$ cat config.mk
export PLATFORM = sky130hd
export DESIGN_NAME = conv_window_engine
export DESIGN_NICKNAME = d
export VERILOG_FILES = /design/src/rtl/conv_pkg.sv /design/src/rtl/conv_mac_unit.sv /design/src/rtl/conv_window_engine.sv
export SDC_FILE = /design/constraint.sdc
export NUM_CORES = 2
export LEC_CHECK = 0
export CAP_MARGIN = 20
export CORE_ASPECT_RATIO = 1.4
export CORE_MARGIN = 3
export CORE_UTILIZATION = 64
export CTS_BUF_LIST = sky130_fd_sc_hd__clkbuf_8
export CTS_CLUSTER_SIZE = 40
export DETAILED_ROUTE_END_ITERATION = 8
export PLACE_DENSITY = 0.93
export REMOVE_ABC_BUFFERS = 1
export SLEW_MARGIN = 0
export SYNTH_ARGS = -nofsm -noshare
export SYNTH_HDL_FRONTEND = slang
export SYNTH_HIERARCHICAL = 1
export SYNTH_SLANG_ARGS = --single-unit
$ cat constraint.sdc
create_clock -name clk -period 14 [get_ports clk]
set_clock_uncertainty 0.1 [all_clocks]
set_input_delay 1.4 -clock clk [delete_from_list [all_inputs] [get_ports clk]]
set_output_delay 1.4 -clock clk [all_outputs]
set_load 0.01 [all_outputs]
$ cat src/rtl/conv_pkg.sv
// Shared types and helpers for the sliding-window convolution engine:
// controller states and signed saturation limits for the result path.
package conv_pkg;

    typedef enum logic [2:0] {
        IDLE = 3'd0,
        LOAD = 3'd1,
        MAC  = 3'd2,
        OUT  = 3'd3,
        DONE = 3'd4
    } state_e;

    localparam int SHIFT_W = 5;

    function automatic logic signed [63:0] sat_max(input int dw);
        return (64'sd1 <<< (dw - 1)) - 64'sd1;
    endfunction

    function automatic logic signed [63:0] sat_min(input int dw);
        return -(64'sd1 <<< (dw - 1));
    endfunction

endpackage

$ cat src/rtl/conv_mac_unit.sv
// Signed multiply-accumulate with post-scaling: the result reflects the
// accumulator including this cycle's product, so the caller can register it
// on the final tap of a window.
module conv_mac_unit
    import conv_pkg::*;
#(
    parameter int DW = 16,
    parameter int K  = 3
) (
    input  logic                  clk,
    input  logic                  rst_n,
    input  logic                  clear_i,
    input  logic                  enable_i,
    input  logic signed [DW-1:0]  a_i,
    input  logic signed [DW-1:0]  b_i,
    input  logic [SHIFT_W-1:0]    shift_i,
    input  logic                  relu_en_i,
    output logic signed [DW-1:0]  result_o
);

    localparam int AW = 2 * DW + $clog2(K * K);

    logic signed [AW-1:0]   acc_q;
    logic signed [AW-1:0]   acc_d;
    logic signed [2*DW-1:0] prod_s;
    logic signed [AW-1:0]   sum_s;
    logic signed [AW-1:0]   shifted_s;
    logic signed [63:0]     clamp_s;

    // Product, running sum, then shift / ReLU / saturate on the running sum.
    always_comb begin
        prod_s    = a_i * b_i;
        sum_s     = acc_q + AW'(prod_s);
        shifted_s = sum_s >>> shift_i;
        clamp_s   = 64'(shifted_s);
        if (relu_en_i && (clamp_s < 64'sd0)) begin
            clamp_s = 64'sd0;
        end else begin
            clamp_s = clamp_s;
        end
        if (clamp_s > sat_max(DW)) begin
            clamp_s = sat_max(DW);
        end else if (clamp_s < sat_min(DW)) begin
            clamp_s = sat_min(DW);
        end else begin
            clamp_s = clamp_s;
        end
        result_o = DW'(clamp_s);
        if (clear_i) begin
            acc_d = {AW{1'b0}};
        end else if (enable_i) begin
            acc_d = sum_s;
        end else begin
            acc_d = acc_q;
        end
    end

    // Accumulator register.
    always_ff @(posedge clk) begin
        if (!rst_n) begin
            acc_q <= {AW{1'b0}};
        end else begin
            acc_q <= acc_d;
        end
    end

endmodule

$ cat src/rtl/conv_window_engine.sv
// Frame-buffered KxK convolution: loads a full ifmap, then walks output
// windows in raster order, one MAC per cycle, handing each result out.
module conv_window_engine
    import conv_pkg::*;
#(
    parameter int IF_W   = 4,
    parameter int IF_H   = 4,
    parameter int K      = 3,
    parameter int STRIDE = 1,
    parameter int DW     = 16
) (
    input  logic                  clk,
    input  logic                  rst_n,
    input  logic                  start,
    input  logic [K*K*DW-1:0]     weight,
    input  logic [SHIFT_W-1:0]    shift,
    input  logic                  relu_en,
    input  logic signed [DW-1:0]  din,
    input  logic                  din_valid,
    output logic                  din_ready,
    output logic signed [DW-1:0]  dout,
    output logic                  dout_valid,
    input  logic                  dout_ready,
    output logic                  busy,
    output logic                  done
);

    localparam int NPIX = IF_W * IF_H;
    localparam int OH   = (IF_H - K) / STRIDE + 1;
    localparam int OW   = (IF_W - K) / STRIDE + 1;
    localparam int PW   = (NPIX > 1) ? $clog2(NPIX) : 1;

    if (K > IF_W || K > IF_H) begin : g_bad_k
        $error("conv_window_engine: K must not exceed IF_W or IF_H");
    end

    state_e                 state_q, state_d;
    logic [31:0]            pix_q, pix_d, kr_q, kr_d, kc_q, kc_d, wr_q, wr_d, wc_q, wc_d;
    logic [K*K*DW-1:0]      weight_q;
    logic [SHIFT_W-1:0]     shift_q;
    logic                   relu_q;
    logic signed [DW-1:0]   dout_q;
    logic                   din_ready_q, dout_valid_q, busy_q, done_q;
    logic signed [DW-1:0]   fb_q [NPIX];
    logic [31:0]            addr_s, kidx_s;
    logic signed [DW-1:0]   pix_s, wgt_s, mac_res_s;
    logic                   mac_clear_s, mac_en_s, last_tap_s, last_win_s;

    // Operand fetch, next-state and counter stepping.
    always_comb begin
        state_d     = state_q;
        pix_d       = pix_q;
        kr_d        = kr_q;
        kc_d        = kc_q;
        wr_d        = wr_q;
        wc_d        = wc_q;
        mac_clear_s = 1'b0;
        mac_en_s    = 1'b0;
        addr_s      = (wr_q * STRIDE + kr_q) * IF_W + wc_q * STRIDE + kc_q;
        kidx_s      = kr_q * K + kc_q;
        pix_s       = fb_q[PW'(addr_s)];
        wgt_s       = $signed(weight_q[kidx_s*DW +: DW]);
        last_tap_s  = (kr_q == K - 1) && (kc_q == K - 1);
        last_win_s  = (wr_q == OH - 1) && (wc_q == OW - 1);
        case (state_q)
            IDLE: begin
                if (start) begin
                    state_d = LOAD;
                    pix_d   = 32'd0;
                end else begin
                    state_d = IDLE;
                end
            end
            LOAD: begin
                if (din_valid && din_ready_q) begin
                    if (pix_q == NPIX - 1) begin
                        state_d     = MAC;
                        pix_d       = 32'd0;
                        {kr_d, kc_d, wr_d, wc_d} = {4{32'd0}};
                        mac_clear_s = 1'b1;
                    end else begin
                        pix_d = pix_q + 32'd1;
                    end
                end else begin
                    pix_d = pix_q;
                end
            end
            MAC: begin
                mac_en_s = 1'b1;
                if (last_tap_s) begin
                    state_d = OUT;
                    kr_d    = 32'd0;
                    kc_d    = 32'd0;
                end else if (kc_q == K - 1) begin
                    kc_d = 32'd0;
                    kr_d = kr_q + 32'd1;
                end else begin
                    kc_d = kc_q + 32'd1;
                end
            end
            OUT: begin
                if (dout_ready && dout_valid_q) begin
                    if (last_win_s) begin
                        state_d = DONE;
                    end else begin
                        state_d     = MAC;
                        mac_clear_s = 1'b1;
                        if (wc_q == OW - 1) begin
                            wc_d = 32'd0;
                            wr_d = wr_q + 32'd1;
                        end else begin
                            wc_d = wc_q + 32'd1;
                        end
                    end
                end else begin
                    state_d = OUT;
                end
            end
            DONE:    state_d = IDLE;
            default: state_d = IDLE;
        endcase
    end

    // Control state, configuration capture and registered outputs.
    always_ff @(posedge clk) begin
        if (!rst_n) begin
            state_q      <= IDLE;
            {pix_q, kr_q, kc_q, wr_q, wc_q} <= {5{32'd0}};
            weight_q     <= {(K*K*DW){1'b0}};
            shift_q      <= {SHIFT_W{1'b0}};
            relu_q       <= 1'b0;
            dout_q       <= {DW{1'b0}};
            din_ready_q  <= 1'b0;
            dout_valid_q <= 1'b0;
            busy_q       <= 1'b0;
            done_q       <= 1'b0;
        end else begin
            state_q      <= state_d;
            {pix_q, kr_q, kc_q, wr_q, wc_q} <= {pix_d, kr_d, kc_d, wr_d, wc_d};
            din_ready_q  <= (state_d == LOAD);
            dout_valid_q <= (state_d == OUT);
            busy_q       <= (state_d != IDLE);
            done_q       <= (state_d == DONE);
            if (state_q == IDLE && start) begin
                weight_q <= weight;
                shift_q  <= shift;
                relu_q   <= relu_en;
            end
            if (state_q == MAC && last_tap_s) begin
                dout_q <= mac_res_s;
            end
        end
    end

    // Frame buffer holds data only; it is never reset.
    always_ff @(posedge clk) begin
        if (state_q == LOAD && din_valid && din_ready_q) begin
            fb_q[PW'(pix_q)] <= din;
        end
    end

    conv_mac_unit #(.DW(DW), .K(K)) u_mac (
        .clk       (clk),
        .rst_n     (rst_n),
        .clear_i   (mac_clear_s),
        .enable_i  (mac_en_s),
        .a_i       (pix_s),
        .b_i       (wgt_s),
        .shift_i   (shift_q),
        .relu_en_i (relu_q),
        .result_o  (mac_res_s)
    );

    assign din_ready  = din_ready_q;
    assign dout       = dout_q;
    assign dout_valid = dout_valid_q;
    assign busy       = busy_q;
    assign done       = done_q;

endmodule

==> results.md <==
- The checks that failed: DRC.
- The area of the multi-input gates is 24,600 um2.
- The number of global-route vias before repair is 37,332.
- The number of antenna violations at the first check in global routing is 13.
- The area added between synthesis and finish is 10.5%.
- The insertion delay of the later-clocked pin in the worst-skew pair is 780 ps.
- At the pin with the least slew margin, the transition time is 1380 ps.
- The remaining routing DRC violations is 42.
- The launch point of the critical path is kr_q[0]$_SDFFE_PN0P_.
- The tree is rooted in a sky130_fd_sc_hd__clkbuf_8.
- The critical path is of the flop to flop type.
- The setup check on the worst reg-to-reg path leaves a slack of 550 ps.
- Across the run, the number of max-cap violations was 0.
- The fraction of final layout cells with drive strength greater than 1 is 8.86%.
- The number of CTS-inserted buffers is 94.
- The register cell area after layout is 15,100 um2.
- The worst pin sits at a relative slew slack of 7.36%.
- The most numerous cell type found on the critical path is sky130_fd_sc_hd__fa_1.
- The max-slew violation total from the final report is 0.
- Along the worst path, the maximum fanout reaches 16.
- The clock tree synthesis step divided the H-tree into 3 levels.
- The cell count of the worst hold path is 2.
- The maximum clock rate is 0.0744 GHz.
- The clock passes through at most 3 buffers.
- The sum of routed wire length over all layers is 133,000 um.
- The global-route wire length before repair is 201,000 um.
- The global-route total usage across every layer is 37.0%.
- For this run, asynchronously set or reset flops after synthesis account for 0%.
- The min-delay analysis places its worst path in the category flop to flop.
- Synthesis instantiated 110 different standard cells from the library.
- The arrival time at the worst endpoint is 13,910 ps.
- In this run, the number of DRC markers left after iteration 0 of detailed routing was 4,703.
- The static leakage power is 18.4 nW.
- Across all layers, the routed design uses 36,016 vias.
- After the last flow step, the layout net total stands at 5,015.
- The number of detailed-routing iterations run before antenna repair is 9.
- The worst register-to-register path ends at dout[0]$_SDFFE_PN0P_.
- The slowest stage of the critical path belongs to the cell sky130_fd_sc_hd__fa_1.
- The sequential share of the synthesized area is 35.6%.
- The initial utilization of the core area, before any placement, comes to 65.3%.
- The number of hold violations in the final report was 0.
- For this run, the leading register cell type out of synthesis is sky130_fd_sc_hd__dfxtp_1.
- The count of hold buffers inserted by post-cts repair is 0.
- The pin count of the biggest net entering global routing is 118.
- The cell row count is 110.
- The placer's final routability congestion estimate is 0.999.
- VDD sags by at most 132 uV.
- Data on the critical path is required at its endpoint by 14,460 ps.
- Setup repair after global routing left no endpoint under its margin.
- The cell count after synthesis is 4,296.
- The residual overflow from global routing is 0.
- In this run the vertical extent of the chip is 310 um.
- After clock tree synthesis, the clock-pin slew on the worst setup and hold paths is 60 ps.
- For this design the ratio of total power to cell area is 130 nW/um2.
- The number of I/O port buffers is 190.
- Overall power consumption after layout is estimated at 6.07 mW.
- The HPWL after detailed placement is 84,600 um.
- The worst path setup slack after routing is 552 ps.
- The post-route antenna net violation count is 0.
- In this run the critical register-to-register path is launched from kr_q[0]$_SDFFE_PN0P_.
- At the placement stage, the worst setup path has a slack of 1020 ps.
- The worst reg-to-reg path cell count is 34.
- The die extent in x is 223 um.
- The die outline area is 69,300 um2.
- The final critical path time including I/O delays and setup is 13,450 ps.
- The core region is 64,800 um2.
- The number of enable-type register cells in the synthesized netlist is 256.
- Summing every instance area after synthesis gives 42,300 um2.
- For this run, the number of Yosys warnings is 6.
- Once layout is complete, the utilization of the core stands at 72.1%.
- The worst hold path terminates at weight_q[121]$_SDFFE_PN0P_.
- The worst setup path is captured at a flop.
- The setup TNS after final layout is 0 ps.
- The number of failing setup endpoints in the final timing report is 0.
- In this run the count of I/O pins placed on the die edge is 191.
- The mean routed wirelength per cell is 25.0 um.
- Clock tree synthesis found a total of 625 sinks.
- The kind of start point of the critical path is a flop.
- The ratio of routed vias to standard cells is 6.79.
- The TritonCTS clock tree is done.
- The synthesized area per cell is 9.85 um2.
- The flow ran to the end, but the final reports show violations.
- The start point of the worst hold path is weight_q[121]$_SDFFE_PN0P_.
- The count of filler cells inserted in the layout is 4,005.
- The final period utilization is 96.1%.
- The minimum hold slack is 354 ps.
- The synthesized design contains 625 register bits.
- In this design, the stage delay of the slowest critical-path cell is 1060 ps.
## area by class of cell
type                       instances  area share [%]
multi-input combinational       2978            52.6
sequential                       625            32.3
timing repair buffer             248            5.21
inverter                         442            3.56
clock buffer                     102            3.00
tap                              840            2.25
clock inverter                    61            1.03
antenna                           11          0.0589
## sequential cells by signal, indices dropped and copies added (netlist names), 3 cells and up
name and flops:
dout 16, fb_q 256, kc_q 32, kr_q 32, pix_q 32, shift_q 5
state_q 3, u_mac/acc_q 36, wc_q 32, weight_q 144, wr_q 32
## worst max-delay path: cells and delay by family, from the launching register on
family / cells / cell delay (ps)
flip-flops: 1 / 430
adder cells (fa/ha/maj): 10 / 5530
buffers and inverters: 6 / 890
multiplexers: 2 / 570
XOR/XNOR: 1 / 300
AO/OA/AOI/OAI: 9 / 3080
AND/OR/NAND/NOR: 6 / 2330
## placed cells by master, fill, tap and decap left out, types with 131 or more instances in the layout
cell type and count:
sky130_fd_sc_hd__and2_1 160, sky130_fd_sc_hd__edfxtp_1 256, sky130_fd_sc_hd__nor2_1 269, sky130_fd_sc_hd__clkdlybuf4s50_1 189
sky130_fd_sc_hd__inv_1 459, sky130_fd_sc_hd__a21oi_1 306, sky130_fd_sc_hd__dfxtp_1 368, sky130_fd_sc_hd__nand2_1 592
sky130_fd_sc_hd__ha_1 131, sky130_fd_sc_hd__fa_1 321
## where the power goes
group / leakage, nW / switching, mW / internal [mW]
Clock: 1.04 / 0.809 / 0.746
Sequential: 5.30 / 0.0191 / 1.92
Combinational: 12.1 / 1.66 / 0.913
Total: 18.4 / 2.49 / 3.58
## metrics by stage
stage | area [um2] | std cells
floorplan | 41200 | 4045
global placement | 44600 | 5126
detailed placement | 44700 | 5127
CTS | 46500 | 5290
global route | 46700 | 5305
finish | 46700 | 5307
## layer usage
metal / wire, um / GRT usage [%] / up-vias
met3: 12900 / 9.98 / 991
li1: - / - / 15107
met4: 12700 / 29.1 / 2
met5: 13 / 0 / -
met1: 42000 / 38.9 / 17278
met2: 64900 / 63.2 / 2638
## Yosys cell counts, drive strengths merged (51+ instances only)
| cell | n | area [um2] |
|---|---|---|
| fa | 321 | 6430 |
| xnor2 | 54 | 480 |
| inv | 441 | 1660 |
| nand3 | 87 | 440 |
| ha | 134 | 1680 |
| nor3 | 51 | 267 |
| nor4 | 51 | 334 |
| nor2 | 271 | 1020 |
| buf | 63 | 348 |
| nand2 | 593 | 2230 |
| o21ai | 129 | 657 |
| clkbuf | 188 | 707 |
| dfxtp | 369 | 7390 |
| nand4 | 71 | 444 |
| a21oi | 309 | 1570 |
| mux4 | 121 | 2730 |
| mux2i | 61 | 611 |
| xor2 | 52 | 455 |
| and2 | 162 | 1020 |
| edfxtp | 256 | 7690 |
## logic make-up after synthesis
kind of cell | Yosys count | share of synthesized area [%]
compound gates | 728 | 11.1
xor+xnor | 106 | 2.21
fa+ha+maj | 455 | 19.2
buf+inv | 693 | 6.42
flops | 625 | 35.6
mux | 208 | 8.58
simple gates | 1481 | 16.9
## timing repair
| action | CTS | global route |
|---|---|---|
| endpoints found under the setup margin | 0 | 6 |
| resized for setup | 0 | 1 |
| setup buffers | 0 | 0 |
## how the worst max path moves through the flow
| stage | end | slack (ps) | cells after the start |
|---|---|---|---|
| global route | dout[1]$_SDFFE_PN0P_ | 100 | 35 |
| floorplan | dout[0]$_SDFFE_PN0P_ | 1400 | 33 |
| CTS | dout[1]$_SDFFE_PN0P_ | 830 | 35 |
| finish | dout[0]$_SDFFE_PN0P_ | 550 | 34 |
| detailed placement | dout[1]$_SDFFE_PN0P_ | 1020 | 35 |
| global placement | dout[2]$_SDFFE_PN0P_ | 1360 | 35 |
No activity file was read; power rests on OpenSTA's default activity.
==> edit (same settings) <==
`DW` is set to 16 in 2 places; all go to 18.
--- a/src/rtl/conv_mac_unit.sv
+++ b/src/rtl/conv_mac_unit.sv
@@ -5,5 +5,5 @@
     import conv_pkg::*;
 #(
-    parameter int DW = 16,
+    parameter int DW = 18,
     parameter int K  = 3
 ) (
--- a/src/rtl/conv_window_engine.sv
+++ b/src/rtl/conv_window_engine.sv
@@ -8,5 +8,5 @@
     parameter int K      = 3,
     parameter int STRIDE = 1,
-    parameter int DW     = 16
+    parameter int DW     = 18
 ) (
     input  logic                  clk,
Interface: changed (resized din, dout and weight); port bits go from 191 to 213. The function was not compared with the original's and may differ.
==> edit against the original RTL <==
The run still ends with design-rule violations left; fmax shrank 0.17%; design area grew 23%; sequential cell count grew 56; worst setup slack lost 22 ps; hold slack gained 20 ps; via count grew 24%; sequential share of layout area shrank 3.6 points; total power grew 30%; wire length grew 28%; clock power grew 10%; highest routed layer unchanged; utilization shrank 0.67 points; area after synthesis grew 24%.
==> edit: results (changes against the original RTL) <==
Run status
  • Status: complete, but fails checks (unchanged)
  • Failing checks: design-rule violations (unchanged)

STA
  • Slew Limit Headroom: 16.8% (was 7.36%)

Critical path
  • Critical path fanouts, max: 19 (was 16)
  • CP arrival: 13940 ps (was 13910 ps)
  • Slowest-stage cell, CP: o21ai_1 (was fa_1)
  • Slowest stage delay, CP: 740 ps (was 1060 ps)
  • Reg2Reg Launch Point: kc_q[1] (was kr_q[0])

Cells and area
  • Leading registers by flop count: fb_q: 288 flops, weight_q: 162 flops, u_mac/acc_q: 40 flops (was fb_q: 256 flops, weight_q: 144 flops, u_mac/acc_q: 36 flops)
  • Fill cell count: 5355 (was 4005)
  • Share of cells above drive strength 1: 11.2% (was 8.86%)
  • Post-Layout Cell Count: 6634 (was 5307)

Logic synthesis
  • Synth warn: 6 (unchanged)
  • Post-synthesis mux area share: 13.6% (was 8.58%)
  • Commonest cells in the netlist: nand2_1, inv_1, fa_1 (was nand2_1, inv_1, dfxtp_1)
  • Yosys cell types: 111 (was 110)
  • Adder-cell area share of the yosys netlist: 19.0% (was 19.2%)
  • XOR/XNOR Fraction of Synth Area: 2.90% (was 2.21%)
  • Largest cells by area after synthesis: edfxtp_1, fa_1, dfxtp_1, mux4_2, nand2_1 (was edfxtp_1, dfxtp_1, fa_1, mux4_2, nand2_1)
  • Number of enable flip-flop cells after synthesis: 288 (was 256)
  • Seq/Total Area, Yosys: 31.5% (was 35.6%)
  • Avg Inst Size Synth: 9.72 um2 (was 9.85 um2)

Global route
  • Largest net degree at the start of global routing: 150 (was 118)
  • Antenna violations before repair: 9 (was 13)
  • GRT met1 Usage: 43.0% (was 38.9%)
  • Met3 usage: 9.11% (was 9.98%)
  • Number of global-route vias before repair: 45600 (was 37300)
  • First-pass GRT wire length: 253 mm (was 201 mm)
  • Total GRT Usage: 38.4% (was 37.0%)

Drt
  • Avg WL per Cell: 25.5 um (was 25.0 um)
  • Initial DRC count: 5841 (was 4703)
  • Vias/cell: 6.73 (was 6.79)
  • Remaining DRCs: 75 (was 42)

Placed design
  • Port buffer count: 212 (was 190)
  • Gpl congestion: 1.01 (was 0.999)
  • Pre-CTS WS: 227 ps (was 1020 ps)
  • DP Cell Count: 6419 (was 5127)

Pwr
  • Leak pwr: 0.0230 uW (was 0.0184 uW)
  • Internal: 4440 uW (was 3580 uW)
  • Worst vdd ir: 0.168 mV (was 0.132 mV)

CTS
  • CTS Buf Count: 101 (was 94)
edit: worst max-delay path, delay by kind of cell, from the launching register on:
family,cells,cell delay [ps]
xor gates and xnor gates,3,1020
muxes,1,170
adders and majority gates,13,5600
buffers and inverters,4,940
DFF,1,470
and+or+nand+nor,6,1100
AOI/OAI and AO/OA,14,3880
edit: worst paths after layout:
| check | cells after the start | slack (ps) | endpoint |
|---|---|---|---|
| worst max-delay path | 41 | 530 | dout[0] |
| worst max register to register | 41 | 530 | dout[0] |
| worst min register to register | 2 | 370 | weight_q[110] |
| worst min-delay path | 2 | 370 | weight_q[110] |
edit: final cells by class:
class	instances	share of cell area, %
Multi-Input combinational cell	3898	56.7
Sequential cell	681	28.6
Timing Repair Buffer	314	5.58
Inverter	482	3.14
Clock buffer	118	2.81
Tap cell	1062	2.30
Clock inverter	73	0.781
Antenna cell	6	0.0260
edit: power groups by stage:
stage | clock [uW] | sequential [uW] | combinational (uW)
CTS | 1690 | 2130 | 3850
global placement | 0 | 2170 | 3730
global route | 1790 | 2140 | 4410
floorplan | 0 | 2170 | 2730
finish | 1720 | 2140 | 4070
detailed placement | 0 | 2180 | 3820
edit: what timing repair did:
item | 4_1_cts | 5_1_grt
setup endpoints to repair | 0 | 17
gates resized for setup | 0 | 36
setup buffers | 0 | 5
edit: per-stage QoR:
| stage | TNS, ps | total power, uW | util, % |
|---|---|---|---|
| after global placement | 0 | 5900 | 68.2 |
| after floorplan | -314920 | 4890 | - |
| after global routing | -12.4 | 8340 | 71.4 |
| final | 0 | 7920 | 71.4 |
| after CTS | 0 | 7680 | 70.7 |
| after detailed placement | 0 | 5990 | 68.2 |
edit: layer usage:
layer / vias up / part of all wire (%)
li1: 18800 / -
met1: 21400 / 32
met2: 3373 / 49
met3: 1077 / 11
met4: 8 / 8.5
met5: - / 0.029
